--- config.mk ---
export PLATFORM = sky130hd
export DESIGN_NAME = ui_mode_ctrl_flat
export DESIGN_NICKNAME = d
export VERILOG_FILES = /design/src/rtl/ui_mode_ctrl_pkg.sv /design/src/rtl/ui_mode_ctrl_if.sv /design/src/rtl/ui_mode_ctrl_evt_prio.sv /design/src/rtl/ui_mode_ctrl.sv /design/src/flat_wrapper.sv
export SDC_FILE = /design/constraint.sdc
export NUM_CORES = 1
export LEC_CHECK = 0
export ABC_AREA = 1
export CORE_UTILIZATION = 56
export DETAILED_ROUTE_END_ITERATION = 10
export PLACE_DENSITY_LB_ADDON = 0.1
export SLEW_MARGIN = 25
export SYNTH_ARGS = -nofsm -noshare
export SYNTH_HDL_FRONTEND = slang
export SYNTH_SLANG_ARGS = --single-unit
--- constraint.sdc ---
create_clock -name clk_50M -period 4.5 [get_ports clk_50M]
set_input_delay 0.9 -clock clk_50M [delete_from_list [all_inputs] [get_ports clk_50M]]
set_output_delay 0.9 -clock clk_50M [all_outputs]
set_load 0.02 [all_outputs]
--- src/rtl/ui_mode_ctrl_pkg.sv ---
// Shared types, indices, field widths and wrap helpers for the front-panel
// mode controller.
package ui_ctrl_pkg;

  typedef enum logic [2:0] {
    StTop       = 3'd0,
    StSigEdit   = 3'd1,
    StSigCommit = 3'd2,
    StSigRun    = 3'd3,
    StOsiTime   = 3'd4,
    StOsiFft    = 3'd5,
    StLoa       = 3'd6
  } state_t;

  localparam int unsigned ModeW = 2;
  localparam int unsigned SelW  = 2;
  localparam int unsigned RowW  = 3;
  localparam int unsigned ParW  = 2;
  localparam int unsigned ZoomW = 2;
  localparam int unsigned DispW = RowW + 4 * ParW;

  localparam logic [ModeW-1:0] ModeTop = 2'd0;
  localparam logic [ModeW-1:0] ModeSig = 2'd1;
  localparam logic [ModeW-1:0] ModeOsi = 2'd2;
  localparam logic [ModeW-1:0] ModeLoa = 2'd3;

  localparam logic [SelW-1:0] TopSig = 2'd0;
  localparam logic [SelW-1:0] TopOsi = 2'd1;
  localparam logic [SelW-1:0] TopLoa = 2'd2;

  localparam logic [RowW-1:0] RowWave  = 3'd0;
  localparam logic [RowW-1:0] RowAmp   = 3'd1;
  localparam logic [RowW-1:0] RowFre   = 3'd2;
  localparam logic [RowW-1:0] RowPhase = 3'd3;
  localparam logic [RowW-1:0] RowApply = 3'd4;

  localparam int unsigned DispPhaseLsb = 0;
  localparam int unsigned DispFreLsb   = DispPhaseLsb + ParW;
  localparam int unsigned DispAmpLsb   = DispFreLsb + ParW;
  localparam int unsigned DispWaveLsb  = DispAmpLsb + ParW;
  localparam int unsigned DispRowLsb   = DispWaveLsb + ParW;

  localparam int unsigned EvW       = 6;
  localparam int unsigned EvRight   = 0;
  localparam int unsigned EvLeft    = 1;
  localparam int unsigned EvDown    = 2;
  localparam int unsigned EvUp      = 3;
  localparam int unsigned EvConfirm = 4;
  localparam int unsigned EvQuit    = 5;

  function automatic logic [1:0] wrap_inc2(input logic [1:0] v, input logic [1:0] max);
    return (v == max) ? 2'd0 : v + 2'd1;
  endfunction

  function automatic logic [1:0] wrap_dec2(input logic [1:0] v, input logic [1:0] max);
    return (v == 2'd0) ? max : v - 2'd1;
  endfunction

  function automatic logic [2:0] wrap_inc3(input logic [2:0] v, input logic [2:0] max);
    return (v == max) ? 3'd0 : v + 3'd1;
  endfunction

  function automatic logic [2:0] wrap_dec3(input logic [2:0] v, input logic [2:0] max);
    return (v == 3'd0) ? max : v - 3'd1;
  endfunction

endpackage

--- src/rtl/ui_mode_ctrl_if.sv ---
// Configuration commit bundle between the mode controller and sig_gen.
interface ui_mode_ctrl_if;
  import ui_ctrl_pkg::*;

  logic            sig_cfg_valid;
  logic            sig_cfg_ready;
  logic [ParW-1:0] sig_wave;
  logic [ParW-1:0] sig_amp;
  logic [ParW-1:0] sig_fre;
  logic [ParW-1:0] sig_phase;

  modport master (
    output sig_cfg_valid, sig_wave, sig_amp, sig_fre, sig_phase,
    input  sig_cfg_ready
  );

  modport slave (
    input  sig_cfg_valid, sig_wave, sig_amp, sig_fre, sig_phase,
    output sig_cfg_ready
  );

endinterface

--- src/rtl/ui_mode_ctrl_evt_prio.sv ---
// Reduces simultaneous button pulses to a single one-hot event,
// quit > confirm > up > down > left > right.
module ui_evt_prio
  import ui_ctrl_pkg::*;
(
  input  logic           btn_quit_i,
  input  logic           btn_confirm_i,
  input  logic           btn_up_i,
  input  logic           btn_down_i,
  input  logic           btn_left_i,
  input  logic           btn_right_i,
  output logic [EvW-1:0] evt_o
);

  always_comb begin
    evt_o = '0;
    if (btn_quit_i)         evt_o[EvQuit]    = 1'b1;
    else if (btn_confirm_i) evt_o[EvConfirm] = 1'b1;
    else if (btn_up_i)      evt_o[EvUp]      = 1'b1;
    else if (btn_down_i)    evt_o[EvDown]    = 1'b1;
    else if (btn_left_i)    evt_o[EvLeft]    = 1'b1;
    else if (btn_right_i)   evt_o[EvRight]   = 1'b1;
  end

endmodule

--- src/rtl/ui_mode_ctrl.sv ---
// Front-panel menu FSM: owns user parameters, sequences the sig_gen commit
// handshake with a watchdog, and drives datapath enables and display cursor.
module ui_mode_ctrl
  import ui_ctrl_pkg::*;
#(
  parameter int unsigned N_TOP          = 3,
  parameter int unsigned N_SIG_ROWS     = 5,
  parameter int unsigned ZOOM_MAX       = 2,
  parameter int unsigned COMMIT_TIMEOUT = 1024
) (
  input  logic               clk_50M,
  input  logic               rst,
  input  logic               btn_left,
  input  logic               btn_right,
  input  logic               btn_up,
  input  logic               btn_down,
  input  logic               btn_confirm,
  input  logic               btn_quit,
  ui_mode_ctrl_if.master     cfg_if,
  output logic [ModeW-1:0]   mode,
  output logic               level,
  output logic [SelW-1:0]    top_sel,
  output logic [RowW-1:0]    sig_row,
  output logic               sig_run,
  output logic               cfg_timeout,
  output logic               osc_en,
  output logic               fft_en,
  output logic [ZoomW-1:0]   v_zoom,
  output logic [ZoomW-1:0]   h_zoom,
  output logic               la_en,
  output logic [DispW-1:0]   disp_cfg
);

  localparam int unsigned      CntW     = $clog2(COMMIT_TIMEOUT);
  localparam logic [CntW-1:0]  CntLast  = CntW'(COMMIT_TIMEOUT - 1);
  localparam logic [SelW-1:0]  TopMax   = SelW'(N_TOP - 1);
  localparam logic [RowW-1:0]  RowMax   = RowW'(N_SIG_ROWS - 1);
  localparam logic [ZoomW-1:0] ZoomMax  = ZoomW'(ZOOM_MAX);
  localparam logic [ParW-1:0]  ParMax   = '1;

  logic [EvW-1:0] evt;

  ui_evt_prio u_evt_prio (
    .btn_quit_i    (btn_quit),
    .btn_confirm_i (btn_confirm),
    .btn_up_i      (btn_up),
    .btn_down_i    (btn_down),
    .btn_left_i    (btn_left),
    .btn_right_i   (btn_right),
    .evt_o         (evt)
  );

  state_t                state_q, state_d;
  logic [SelW-1:0]       top_sel_q, top_sel_d;
  logic [RowW-1:0]       sig_row_q, sig_row_d;
  logic [3:0][ParW-1:0]  par_q, par_d;
  logic                  run_q, run_d;
  logic                  timeout_q, timeout_d;
  logic [ZoomW-1:0]      vz_q, vz_d;
  logic [ZoomW-1:0]      hz_q, hz_d;
  logic [CntW-1:0]       cnt_q, cnt_d;
  logic [ModeW-1:0]      mode_q, mode_d;
  logic                  level_q, level_d;
  logic                  valid_q, valid_d;
  logic                  osc_q, osc_d;
  logic                  fft_q, fft_d;
  logic                  la_q, la_d;
  logic                  clr_sig;

  always_comb begin
    state_d   = state_q;
    top_sel_d = top_sel_q;
    sig_row_d = sig_row_q;
    par_d     = par_q;
    run_d     = run_q;
    vz_d      = vz_q;
    hz_d      = hz_q;
    timeout_d = 1'b0;
    cnt_d     = '0;
    clr_sig   = 1'b0;

    case (state_q)
      StTop: begin
        if (evt[EvConfirm]) begin
          case (top_sel_q)
            TopSig:  state_d = StSigEdit;
            TopOsi:  state_d = StOsiTime;
            TopLoa:  state_d = StLoa;
            default: state_d = StTop;
          endcase
        end else if (evt[EvLeft]) begin
          top_sel_d = wrap_dec2(top_sel_q, TopMax);
        end else if (evt[EvRight]) begin
          top_sel_d = wrap_inc2(top_sel_q, TopMax);
        end
      end
      StSigEdit: begin
        if (evt[EvQuit]) begin
          state_d = StTop;
          clr_sig = 1'b1;
        end else if (evt[EvConfirm]) begin
          if (sig_row_q == RowApply) state_d = StSigCommit;
        end else if (evt[EvUp]) begin
          sig_row_d = wrap_dec3(sig_row_q, RowMax);
        end else if (evt[EvDown]) begin
          sig_row_d = wrap_inc3(sig_row_q, RowMax);
        end else if (sig_row_q != RowApply) begin
          if (evt[EvLeft]) begin
            par_d[sig_row_q[1:0]] = wrap_dec2(par_q[sig_row_q[1:0]], ParMax);
          end else if (evt[EvRight]) begin
            par_d[sig_row_q[1:0]] = wrap_inc2(par_q[sig_row_q[1:0]], ParMax);
          end
        end
      end
      StSigCommit: begin
        // valid is known high here, so ready alone completes the transfer.
        if (evt[EvQuit]) begin
          state_d = StSigEdit;
        end else if (cfg_if.sig_cfg_ready) begin
          state_d = StSigRun;
          run_d   = 1'b1;
        end else if (cnt_q == CntLast) begin
          state_d   = StSigEdit;
          timeout_d = 1'b1;
        end else begin
          cnt_d = cnt_q + 1'b1;
        end
      end
      StSigRun: begin
        if (evt[EvQuit]) begin
          state_d = StTop;
          clr_sig = 1'b1;
        end else if (evt[EvConfirm]) begin
          state_d = StSigEdit;
        end
      end
      StOsiTime: begin
        if (evt[EvQuit]) begin
          state_d = StTop;
          vz_d    = '0;
          hz_d    = '0;
        end else if (evt[EvConfirm]) begin
          state_d = StOsiFft;
        end else if (evt[EvUp]) begin
          vz_d = wrap_inc2(vz_q, ZoomMax);
        end else if (evt[EvDown]) begin
          vz_d = wrap_dec2(vz_q, ZoomMax);
        end else if (evt[EvLeft]) begin
          hz_d = wrap_dec2(hz_q, ZoomMax);
        end else if (evt[EvRight]) begin
          hz_d = wrap_inc2(hz_q, ZoomMax);
        end
      end
      StOsiFft: begin
        if (evt[EvQuit]) state_d = StOsiTime;
      end
      StLoa: begin
        if (evt[EvQuit]) state_d = StTop;
      end
      default: begin
        state_d = StTop;
        clr_sig = 1'b1;
        vz_d    = '0;
        hz_d    = '0;
      end
    endcase

    if (clr_sig) begin
      top_sel_d = '0;
      sig_row_d = '0;
      par_d     = '0;
      run_d     = 1'b0;
    end

    // Enables are decoded from the next state so they stay registered.
    mode_d  = ModeTop;
    level_d = (state_d != StTop);
    valid_d = 1'b0;
    osc_d   = 1'b0;
    fft_d   = 1'b0;
    la_d    = 1'b0;
    case (state_d)
      StSigEdit, StSigRun: mode_d = ModeSig;
      StSigCommit: begin
        mode_d  = ModeSig;
        valid_d = 1'b1;
      end
      StOsiTime: begin
        mode_d = ModeOsi;
        osc_d  = 1'b1;
      end
      StOsiFft: begin
        mode_d = ModeOsi;
        osc_d  = 1'b1;
        fft_d  = 1'b1;
      end
      StLoa: begin
        mode_d = ModeLoa;
        la_d   = 1'b1;
      end
      default: mode_d = ModeTop;
    endcase
  end

  always_ff @(posedge clk_50M) begin
    if (rst) begin
      state_q   <= StTop;
      top_sel_q <= '0;
      sig_row_q <= '0;
      par_q     <= '0;
      run_q     <= 1'b0;
      timeout_q <= 1'b0;
      vz_q      <= '0;
      hz_q      <= '0;
      cnt_q     <= '0;
      mode_q    <= ModeTop;
      level_q   <= 1'b0;
      valid_q   <= 1'b0;
      osc_q     <= 1'b0;
      fft_q     <= 1'b0;
      la_q      <= 1'b0;
    end else begin
      state_q   <= state_d;
      top_sel_q <= top_sel_d;
      sig_row_q <= sig_row_d;
      par_q     <= par_d;
      run_q     <= run_d;
      timeout_q <= timeout_d;
      vz_q      <= vz_d;
      hz_q      <= hz_d;
      cnt_q     <= cnt_d;
      mode_q    <= mode_d;
      level_q   <= level_d;
      valid_q   <= valid_d;
      osc_q     <= osc_d;
      fft_q     <= fft_d;
      la_q      <= la_d;
    end
  end

  assign cfg_if.sig_cfg_valid = valid_q;
  assign cfg_if.sig_wave      = par_q[0];
  assign cfg_if.sig_amp       = par_q[1];
  assign cfg_if.sig_fre       = par_q[2];
  assign cfg_if.sig_phase     = par_q[3];

  assign mode        = mode_q;
  assign level       = level_q;
  assign top_sel     = top_sel_q;
  assign sig_row     = sig_row_q;
  assign sig_run     = run_q;
  assign cfg_timeout = timeout_q;
  assign osc_en      = osc_q;
  assign fft_en      = fft_q;
  assign v_zoom      = vz_q;
  assign h_zoom      = hz_q;
  assign la_en       = la_q;

  assign disp_cfg[DispRowLsb   +: RowW] = sig_row_q;
  assign disp_cfg[DispWaveLsb  +: ParW] = par_q[0];
  assign disp_cfg[DispAmpLsb   +: ParW] = par_q[1];
  assign disp_cfg[DispFreLsb   +: ParW] = par_q[2];
  assign disp_cfg[DispPhaseLsb +: ParW] = par_q[3];

endmodule

--- src/flat_wrapper.sv ---
// flat-port wrapper written by rule: the top's interface ports become plain ports
module ui_mode_ctrl_flat import ui_ctrl_pkg::*;
#(
  parameter int unsigned N_TOP          = 3,
  parameter int unsigned N_SIG_ROWS     = 5,
  parameter int unsigned ZOOM_MAX       = 2,
  parameter int unsigned COMMIT_TIMEOUT = 1024
)
  (clk_50M, rst, btn_left, btn_right, btn_up, btn_down, btn_confirm, btn_quit, mode, level, top_sel, sig_row, sig_run, cfg_timeout, osc_en, fft_en, v_zoom, h_zoom, la_en, disp_cfg, cfg_if_sig_cfg_valid, cfg_if_sig_wave, cfg_if_sig_amp, cfg_if_sig_fre, cfg_if_sig_phase, cfg_if_sig_cfg_ready);
  ui_mode_ctrl_if cfg_if_i ();
  input  logic clk_50M;
  input  logic rst;
  input  logic btn_left;
  input  logic btn_right;
  input  logic btn_up;
  input  logic btn_down;
  input  logic btn_confirm;
  input  logic btn_quit;
  output logic [ModeW-1:0] mode;
  output logic level;
  output logic [SelW-1:0] top_sel;
  output logic [RowW-1:0] sig_row;
  output logic sig_run;
  output logic cfg_timeout;
  output logic osc_en;
  output logic fft_en;
  output logic [ZoomW-1:0] v_zoom;
  output logic [ZoomW-1:0] h_zoom;
  output logic la_en;
  output logic [DispW-1:0] disp_cfg;
  output wire logic [$bits(cfg_if_i.sig_cfg_valid)-1:0] cfg_if_sig_cfg_valid;
  output wire logic [$bits(cfg_if_i.sig_wave)-1:0] cfg_if_sig_wave;
  output wire logic [$bits(cfg_if_i.sig_amp)-1:0] cfg_if_sig_amp;
  output wire logic [$bits(cfg_if_i.sig_fre)-1:0] cfg_if_sig_fre;
  output wire logic [$bits(cfg_if_i.sig_phase)-1:0] cfg_if_sig_phase;
  input wire logic [$bits(cfg_if_i.sig_cfg_ready)-1:0] cfg_if_sig_cfg_ready;
  assign cfg_if_sig_cfg_valid = cfg_if_i.sig_cfg_valid;
  assign cfg_if_sig_wave = cfg_if_i.sig_wave;
  assign cfg_if_sig_amp = cfg_if_i.sig_amp;
  assign cfg_if_sig_fre = cfg_if_i.sig_fre;
  assign cfg_if_sig_phase = cfg_if_i.sig_phase;
  assign cfg_if_i.sig_cfg_ready = cfg_if_sig_cfg_ready;
  ui_mode_ctrl #(.N_TOP(N_TOP), .N_SIG_ROWS(N_SIG_ROWS), .ZOOM_MAX(ZOOM_MAX), .COMMIT_TIMEOUT(COMMIT_TIMEOUT)) u_core (.clk_50M(clk_50M), .rst(rst), .btn_left(btn_left), .btn_right(btn_right), .btn_up(btn_up), .btn_down(btn_down), .btn_confirm(btn_confirm), .btn_quit(btn_quit), .cfg_if(cfg_if_i), .mode(mode), .level(level), .top_sel(top_sel), .sig_row(sig_row), .sig_run(sig_run), .cfg_timeout(cfg_timeout), .osc_en(osc_en), .fft_en(fft_en), .v_zoom(v_zoom), .h_zoom(h_zoom), .la_en(la_en), .disp_cfg(disp_cfg));
endmodule
### After elaboration in Yosys (flattened, before gate mapping)

Cells that the tools add are included.

* $add $sub $neg: 11
* multiply operators: 0
* div/mod/pow operators: 0
* $lt $le $gt $ge: 2
* equal/unequal tests: 25
* shift-type cells: 0
* muxes and demuxes: 68
* bitwise logic cells: 6
* reductions and logical operators: 24

Operator list (number)
* two-way mux 3 bit: 18
* two-way mux 2 bit: 23
* equality test 3 bit, second input constant: 7
* case mux 3 bit (7 select lines): 1
* bitwise mux 8 bit: 2
* two-way mux 8 bit: 2
* two-way mux 1 bit: 13
* equality test 3 x 2 -> 1 bit, second input constant: 4
* adder 10 x 1 -> 10 bit, second input constant: 1
* equality test 10 bit, second input constant: 1
* OR reduction 5 bit: 2
* != test 3 x 2 -> 1 bit, second input constant: 3
* case mux 3 bit (3 select lines): 1
* AND reduction 3 bit: 3
* adder 2 x 1 -> 2 bit, second input constant: 4
* equality test 2 bit, second input constant: 4
* zero test 2 bit: 4
* != test 4 x 1 -> 1 bit, second input constant: 2
* case mux 2 bit (2 select lines): 2
* subtractor 2 x 1 -> 2 bit, second input constant: 4
* AND reduction 7 bit: 1
* equality test 3 x 1 -> 1 bit, second input constant: 2
* zero test 3 bit: 2
* inverter 1 bit: 6
* 21 further kinds: 24

* flip-flop bits (word level): 39
* latch bits: 0
* bits in writable memories: 0
* ROM bits: 0
* output and inout bits: 37
* word-level logic and storage cells: 154
* memories kept: 0

### Longest topological paths before layout

Gate-level depths: netlist of the first run.

* word-level depth: 13
* mapped depth: 12
* depth with buffers taken out: 11

### By module

From an unflattened synthesis of the first run, not the netlist that was laid out.

* cells, all modules: 326
* area, all modules: 2296.0 µm²

Modules (own cells, without submodules)
* ui_mode_ctrl: instances 1, cells each 312, area each 2237.1 µm², sequential area each 780.7 µm²
* ui_evt_prio: instances 1, cells each 14, area each 58.8 µm², sequential area each 0.0 µm²

### Worst setup path before layout of the first run

No wires, ideal clock.

* path kind: input -> register
* start point: input port btn_quit
* end point: register u_core.par_q, in the netlist u_core.cfg_if.sig_amp[1]
* setup time: 0.120 ns
* arrival: 1.768 ns
* required time: 4.380 ns
* path slack: 2.612 ns
* stages: 7
* path buffers: 1
* path through: buf_6 > nor2_4 > nand4_1 > nand2_2 > nand4_1 > o21ai_0 > a21oi_1

* word-level cells in the longest chain between the ends: 4
* elaborated cells between the ends (all ways): 12
* those cells by class: mux: 5; bitwise: 4; reduce/logical: 3

RTL lines
* start, declared: RTL line flat_wrapper.sv:18 `input logic btn_quit;`
* two-way mux 1 bit: RTL line ui_mode_ctrl_evt_prio.sv:17 `if (btn_quit_i) evt_o[EvQuit] = 1'b1;`
* two-way mux 1 bit: RTL line ui_mode_ctrl.sv:98, ui_mode_ctrl.sv:130
* case mux 1 bit (2 select lines): RTL line ui_mode_ctrl.sv:82 `case (state_q)`
* OR reduction 2 bit (no line)
* end signal, assigned: RTL line ui_mode_ctrl.sv:226 `par_q <= par_d;`
* end, declared: RTL line ui_mode_ctrl.sv:56 `logic [3:0][ParW-1:0] par_q, par_d;`

Several ways; a longest one is shown, not always the timed one.
A chain may end at the register's enable or synchronous reset.

### Worst setup path in the final report of the first run

* start point: input port btn_quit
* end point: register u_core.sig_row_q[2] (netlist: u_core.sig_row[2])

* word-level cells in the longest chain between the ends: 4
* elaborated cells between the ends (all ways): 10
* those cells by class: mux: 5; bitwise: 2; reduce/logical: 3

RTL lines
* two-way mux 1 bit: RTL line ui_mode_ctrl_evt_prio.sv:17
* two-way mux 1 bit: RTL line ui_mode_ctrl.sv:98, ui_mode_ctrl.sv:130
* case mux 1 bit (2 select lines): RTL line ui_mode_ctrl.sv:82
* OR reduction 2 bit (no line)
* end signal, assigned: RTL line ui_mode_ctrl.sv:225 `sig_row_q <= sig_row_d;`
* end, declared: RTL line ui_mode_ctrl.sv:55 `logic [RowW-1:0] sig_row_q, sig_row_d;`

Several ways; a longest one is shown, not always the timed one.

==> results_dict.tcl, run 1 <==
set metrics [dict create \
    final_layout_size_suffix_gt1_share_pct 8.97 \
    critical_path.reg2reg.endpoint "u_core.cfg_if.sig_fre[1]" \
    chipHeight_um 67.1 \
    finalHoldViolCount 0 \
    dpl-instance-area_sq_mm 0.00277 \
    flop_to_flop_setup_slack_ns 2.54 \
    placement.io_buffers 45 \
    post_synth.cell_area_avg_sq_um 7.16 \
    die_width_um 67.1 \
    timing.hold.worst.class "reg -> reg" \
    period_share_pct 58.1 \
    syn_inst 331 \
    timing_worst_slew_pin_value_ns 0.756 \
    synth.yosys.seq_area_share_pct 32.9 \
    timing.fmax_mhz 382 \
    globalRoute.totalOverflow 0 \
    worstPathCellList "clkdlybuf4s50_1 > inv_1 > nor3_1 > nor2_1 > inv_1 > a21oi_1 > o21ai_0 > inv_1" \
    synth.ff_latch_count 39 \
    crit-reg2reg-launch "u_core.sig_row[0]" \
    drt.antenna.violating_nets 0 \
    dp.cells 410 \
    path_max_fanout 13 \
    global_route.usage.total_pct 23.5 \
    run_status "finished clean" \
    critical_path.startpoint "btn_quit" \
    end_kind "register" \
    final_net_count 395 \
    finish.utilization_pct 70.7 \
    clock-skew-final_ns 0.00881 \
    drc 0 \
    cts_htree_levels 2 \
    whs_ns 0.449 \
    postCtsSetupBuffers 0 \
    finalWirelength_um 4770 \
    number_of_filler_instances_in_the_final_layout 353 \
    detailroute.via_count 2136 \
    antennaDiodeCount 0 \
    worst_path_slowest_cell "clkdlybuf4s50_1" \
    areaGrowthSynthToFinish_pct 20.1 \
    design_power_total_mw 0.650 \
    detailedRoute.firstIterationViolations 136 \
    critical-path-top-cell-by-count "inv_1" \
    clk_transition_reported_paths_ns 0.07 \
    grt_antenna_before_repair 0 \
    pre_cts_ws_ns 1.61 \
    finalCriticalPeriod_ns 2.62 \
    die_area_sq_mm 0.00450 \
    p_leak_nw 1.19 \
    post_cts.resized_instances 0 \
    drt-vias-per-instance 5.11 \
    post_synth_instance_area_sq_mm 0.00237 \
    std_cell_rows 23 \
    placer_congestion 0.877 \
    synth_cell_types 35 \
    clkSinkCount 39 \
    powerDensity_mw_per_mm2 228 \
    vdd.ir_drop.worst_uv 158 \
    final_critical_path_setup_slack_ns 1.88 \
    first_global_vias 1845 \
    crit_required_ns 4.73 \
    finish.instance_area_sq_mm 0.00285 \
    drv.max_cap_violation_count 0 \
    worst_ep_arrival_time_ns 2.85 \
    setup_tns_ns 0 \
    ctsHoldBuffers 0 \
    routed_wire_length_per_instance_um 11.4 \
    cts_buffers 5 \
    largest_net_degree_at_the_start_of_global_routing 14 \
    syn_nets 359 \
    finish.cell_count_without_fillers 418 \
    crit_path_max_incr_delay_ns 0.67 \
    final_setup_violation_count 0 \
    grt_first_pass_wirelength_um 8070 \
    worstSetupEndpoint "u_core.sig_row[2]" \
    drt-pass1-iter-count 4 \
    cp-start-kind "input pin" \
    grt_setup_unrepaired "no" \
    worstSkewPairLatency_ns 0.28 \
    drv_slew 0 \
    tritoncts "built" \
    io_pins 46 \
    detailedPlacementHpwl_um 3650 \
    hold_depth 1 \
    ctsRootBufferMaster "clkbuf_8" \
    initial_utilization_pct 58.9 \
    synth_warnings 0 \
    reg2reg_depth 8 \
    fp.coreArea_sq_mm 0.00403 \
    max_slew_margin_pct 49.4 \
    critPathKind "in -> reg" \
    clock_tree.buffer_depth 2 \
]
-- Yosys cell counts --
master,number,area (sq um)
a211oi_1,1,7.51
a21oi_1,20,100
a21oi_2,2,17.5
a22oi_2,1,12.5
a31oi_1,2,12.5
a32oi_1,1,8.76
buf_2,2,10.0
buf_4,11,82.6
buf_6,2,22.5
clkbuf_1,1,3.75
clkinv_2,1,5.00
dfxtp_1,39,781
ha_1,19,238
inv_1,45,169
inv_2,3,11.3
nand2_1,62,233
nand2_2,5,31.3
nand3_1,17,85.1
nand3_2,2,20.0
nand3_4,1,17.5
nand3b_2,1,11.3
nand4_1,6,37.5
nor2_1,41,154
nor2_2,5,31.3
nor2_4,2,22.5
nor3_1,5,25.0
nor3_4,1,16.3
nor3b_1,2,15.0
o21ai_0,19,95.1
o21ai_1,2,10.0
o21ai_2,2,17.5
o2bb2ai_1,1,8.76
or2_2,1,6.26
xnor2_1,2,17.5
xor2_1,4,35.0
-- registers in the layout, indices dropped and copies added (netlist names) --
| signal | cells |
|---|---|
| u_core.level | 1 |
| u_core.cnt_q | 10 |
| u_core.fft_en | 1 |
| u_core.state_q | 3 |
| u_core.cfg_if.sig_cfg_valid | 1 |
| u_core.cfg_if.sig_phase | 2 |
| u_core.la_en | 1 |
| u_core.cfg_if.sig_fre | 2 |
| u_core.sig_run | 1 |
| u_core.cfg_timeout | 1 |
| u_core.v_zoom | 2 |
| u_core.cfg_if.sig_amp | 2 |
| u_core.osc_en | 1 |
| u_core.cfg_if.sig_wave | 2 |
| u_core.mode | 2 |
| u_core.h_zoom | 2 |
| u_core.sig_row | 3 |
| u_core.top_sel | 2 |
-- layer usage --
metal	vias to the layer above	share of wire [%]	GRT usage [%]
met1	954	49	30.9
met3	6	4.9	4.28
met4	0	1.2	7.45
met2	60	45	38.4
met5	-	0	0
li1	1116	-	-
-- power breakdown --
part,leakage (nW),switching (mW),internal [mW]
Clock,0.0422,0.118,0.109
Combinational,0.831,0.0423,0.0266
Sequential,0.315,0.00489,0.349
-- worst max-delay path, delay by kind of cell --
| family | cells | cell delay, ns |
|---|---|---|
| buffers and inverters | 4 | 1.06 |
| and+or+nand+nor | 2 | 0.65 |
| AOI/OAI and AO/OA | 2 | 0.23 |
-- cells by family after synthesis --
kind of cell	count (synthesis)	share of synthesized area, %
adder cells (fa/ha/maj)	19	10.0
AND/OR/NAND/NOR	151	29.8
XOR/XNOR	6	2.22
AO/OA/AOI/OAI	51	12.2
flip-flops	39	32.9
buffers and inverters	65	12.8
-- area by class of cell --
cell class / instances / area (sq um) / area share, %
clock buffers: 7 / 76.3 / 2.68
clock inverters: 1 / 5.00 / 0.176
inverters: 49 / 185 / 6.51
multi-input cells: 227 / 1290 / 45.2
flip-flops and latches: 39 / 781 / 27.4
well taps: 50 / 62.6 / 2.20
repair buffers: 45 / 450 / 15.8
-- worst min path at each step --
stage	startpoint	to	slack (ns)
detailed placement	u_core.cnt_q[0]	u_core.cnt_q[0]	0.44
global route	u_core.sig_run	u_core.sig_run	0.49
global placement	u_core.cnt_q[0]	u_core.cnt_q[0]	0.43
finish	u_core.cnt_q[0]	u_core.cnt_q[0]	0.45
floorplan	u_core.cnt_q[0]	u_core.cnt_q[0]	0.42
CTS	u_core.cnt_q[0]	u_core.cnt_q[0]	0.45
-- cell usage in the layout, fill, tap and decap left out, types with 5 or more instances in the layout --
master / count
nand2_1: 62
inv_1: 45
clkdlybuf4s50_1: 45
nor2_1: 41
dfxtp_1: 39
a21oi_1: 20
o21ai_0: 19
ha_1: 19
nand3_1: 17
nand4_1: 6
nand2_2: 5
nor2_2: 5
nor3_1: 5
clkbuf_8: 5
Note: power is estimated with default switching activity, not from simulation.
==> run 2: changes to the inputs <==
- CORE_UTILIZATION: 56 -> 47
- clock period: 4.5 -> 2.4 ns (I/O delays scaled with it)
==> results_dict.tcl, run 2 (synthesis results as in run 1) <==
set metrics [dict create \
    run_status "finished clean" \
    die_width_um 73.0 \
    worst_ep_arrival_time_ns 1.51 \
    grt_antenna_before_repair 0 \
    p_leak_nw 1.21 \
    ctsHoldBuffers 0 \
    drv.max_cap_violation_count 0 \
    post_cts.resized_instances 0 \
    finalCriticalPeriod_ns 1.99 \
    hold_depth 1 \
    timing.hold.worst.class "reg -> reg" \
    worst_hold_startpoint "u_core.cnt_q[0]" \
    largest_reg_flops 10 \
    critical_path.n_buffers_inverters 1 \
    global_route.usage.total_pct 18.9 \
    met2_length_um 2160 \
    met3RoutedLength_um 223 \
    final_net_count 398 \
    areaGrowthSynthToFinish_pct 22.5 \
    worstSkewPairLatency_ns 0.28 \
    end_kind "output pin" \
    postCtsSetupBuffers 0 \
    fp.coreArea_sq_mm 0.00479 \
    final_critical_path_setup_slack_ns 0.413 \
    largest_net_degree_at_the_start_of_global_routing 14 \
    critical-path-top-delay-family "buffers and inverters" \
    io_pins 46 \
    largest-register "u_core.cnt_q" \
    drc 0 \
    antennaDiodeCount 0 \
    drt-vias-per-instance 4.90 \
    finish.utilization_pct 60.7 \
    clock-skew-final_ns 0.00291 \
    met1Wirelength_um 2320 \
    final_common_cell "nand2_1" \
    cp-start-kind "register" \
    grt_first_pass_wirelength_um 7970 \
    chipHeight_um 73.0 \
    min_delay_worst_endpoint "u_core.cnt_q[0]" \
    number_of_filler_instances_in_the_final_layout 460 \
    vdd.ir_drop.worst_uv 332 \
    detailedPlacementHpwl_um 3760 \
    flop_to_flop_setup_slack_ns 0.46 \
    placer_congestion 0.876 \
    placement.io_buffers 45 \
    crit-reg2reg-launch "u_core.sig_row[0]" \
    final_layout_size_suffix_gt1_share_pct 9.97 \
    setup_tns_ns 0 \
    finalHoldViolCount 0 \
    routed_wire_length_per_instance_um 10.9 \
    crit_path_max_incr_delay_ns 0.68 \
    drt.antenna.violating_nets 0 \
    highest_metal_layer_with_signal_wires "met4" \
    drv_slew 0 \
    critical_path.reg2reg.endpoint "u_core.mode[0]" \
    detailroute.via_count 2146 \
    clock_tree.buffer_depth 2 \
    timing.fmax_mhz 503 \
    final_cell_mix "62 x nand2_1, 45 x inv_1, 45 x clkdlybuf4s50_1" \
    crit_required_ns 1.92 \
    timing_worst_slew_pin_value_ns 0.418 \
    clkSinkCount 39 \
    ctsRootBufferMaster "clkbuf_8" \
    clk_transition_reported_paths_ns 0.08 \
    grt_setup_unrepaired "no" \
    cts_buffers 5 \
    die_area_sq_mm 0.00533 \
    std_cell_rows 25 \
    globalRoute.totalOverflow 0 \
    first_global_vias 1842 \
    drt-pass1-iter-count 4 \
    detailedRoute.firstIterationViolations 107 \
    max_slew_margin_pct 72.1 \
    final_setup_violation_count 0 \
    worst_path_slowest_cell "clkdlybuf4s50_1" \
    path_max_fanout 12 \
    critPathKind "reg -> out" \
    worstPathCellList "clkdlybuf4s50_1" \
    cts_htree_levels 2 \
    tritoncts "built" \
    initial_utilization_pct 49.5 \
    powerDensity_mw_per_mm2 434 \
    period_share_pct 82.8 \
    reg2reg_depth 11 \
    pre_cts_ws_ns 0.205 \
    finalWirelength_um 4760 \
]
[run 2: final cells by class]
class	instances	area, sq um	share of cell area (%)
Multi-Input combinational cell	227	1290	44.3
Sequential cell	39	781	26.9
Inverter	49	185	6.38
Clock buffer	7	86.3	2.97
Clock inverter	1	8.76	0.302
Tap cell	67	83.8	2.89
Timing Repair Buffer	48	473	16.3
[run 2: how the worst max path moves through the flow]
stage | start | endpoint | slack (ns) | cells after the start
2_1_floorplan | u_core.sig_row[0] | u_core.cfg_if.sig_amp[1] | 0.55 | 8
3_3_place_gp | btn_quit | u_core.cfg_if.sig_wave[1] | 0.24 | 7
3_5_place_dp | btn_quit | u_core.cfg_if.sig_wave[1] | 0.21 | 7
4_1_cts | u_core.sig_row[0] | disp_cfg[8] | 0.40 | 1
5_1_grt | u_core.sig_row[0] | u_core.mode[0] | 0.25 | 11
6_report | u_core.sig_row[0] | disp_cfg[8] | 0.41 | 1
[run 2: stage by stage]
stage	hold slack (ns)	std cells	power, mW	instance area, sq um
after floorplan	0.418	331	0.766	2370
after global placement	0.443	430	0.810	2810
after detailed placement	0.442	430	0.810	2810
after CTS	0.461	438	1.27	2900
after global routing	0.505	438	1.31	2900
final	0.453	438	1.26	2900
[run 2: metal layers]
| metal | track usage [%] | vias up |
|---|---|---|
| li1 | - | 1130 |
| met1 | 24.8 | 955 |
| met2 | 31.6 | 55 |
| met3 | 3.18 | 6 |
| met4 | 6.10 | 0 |
| met5 | 0 | - |
[run 2: report_power, final]
group          leakage [nW]  switching, mW  internal, mW
combinational         0.846         0.0803        0.0529
clock                0.0484          0.229         0.236
sequential            0.315        0.00882         0.654
total                  1.21          0.318         0.942
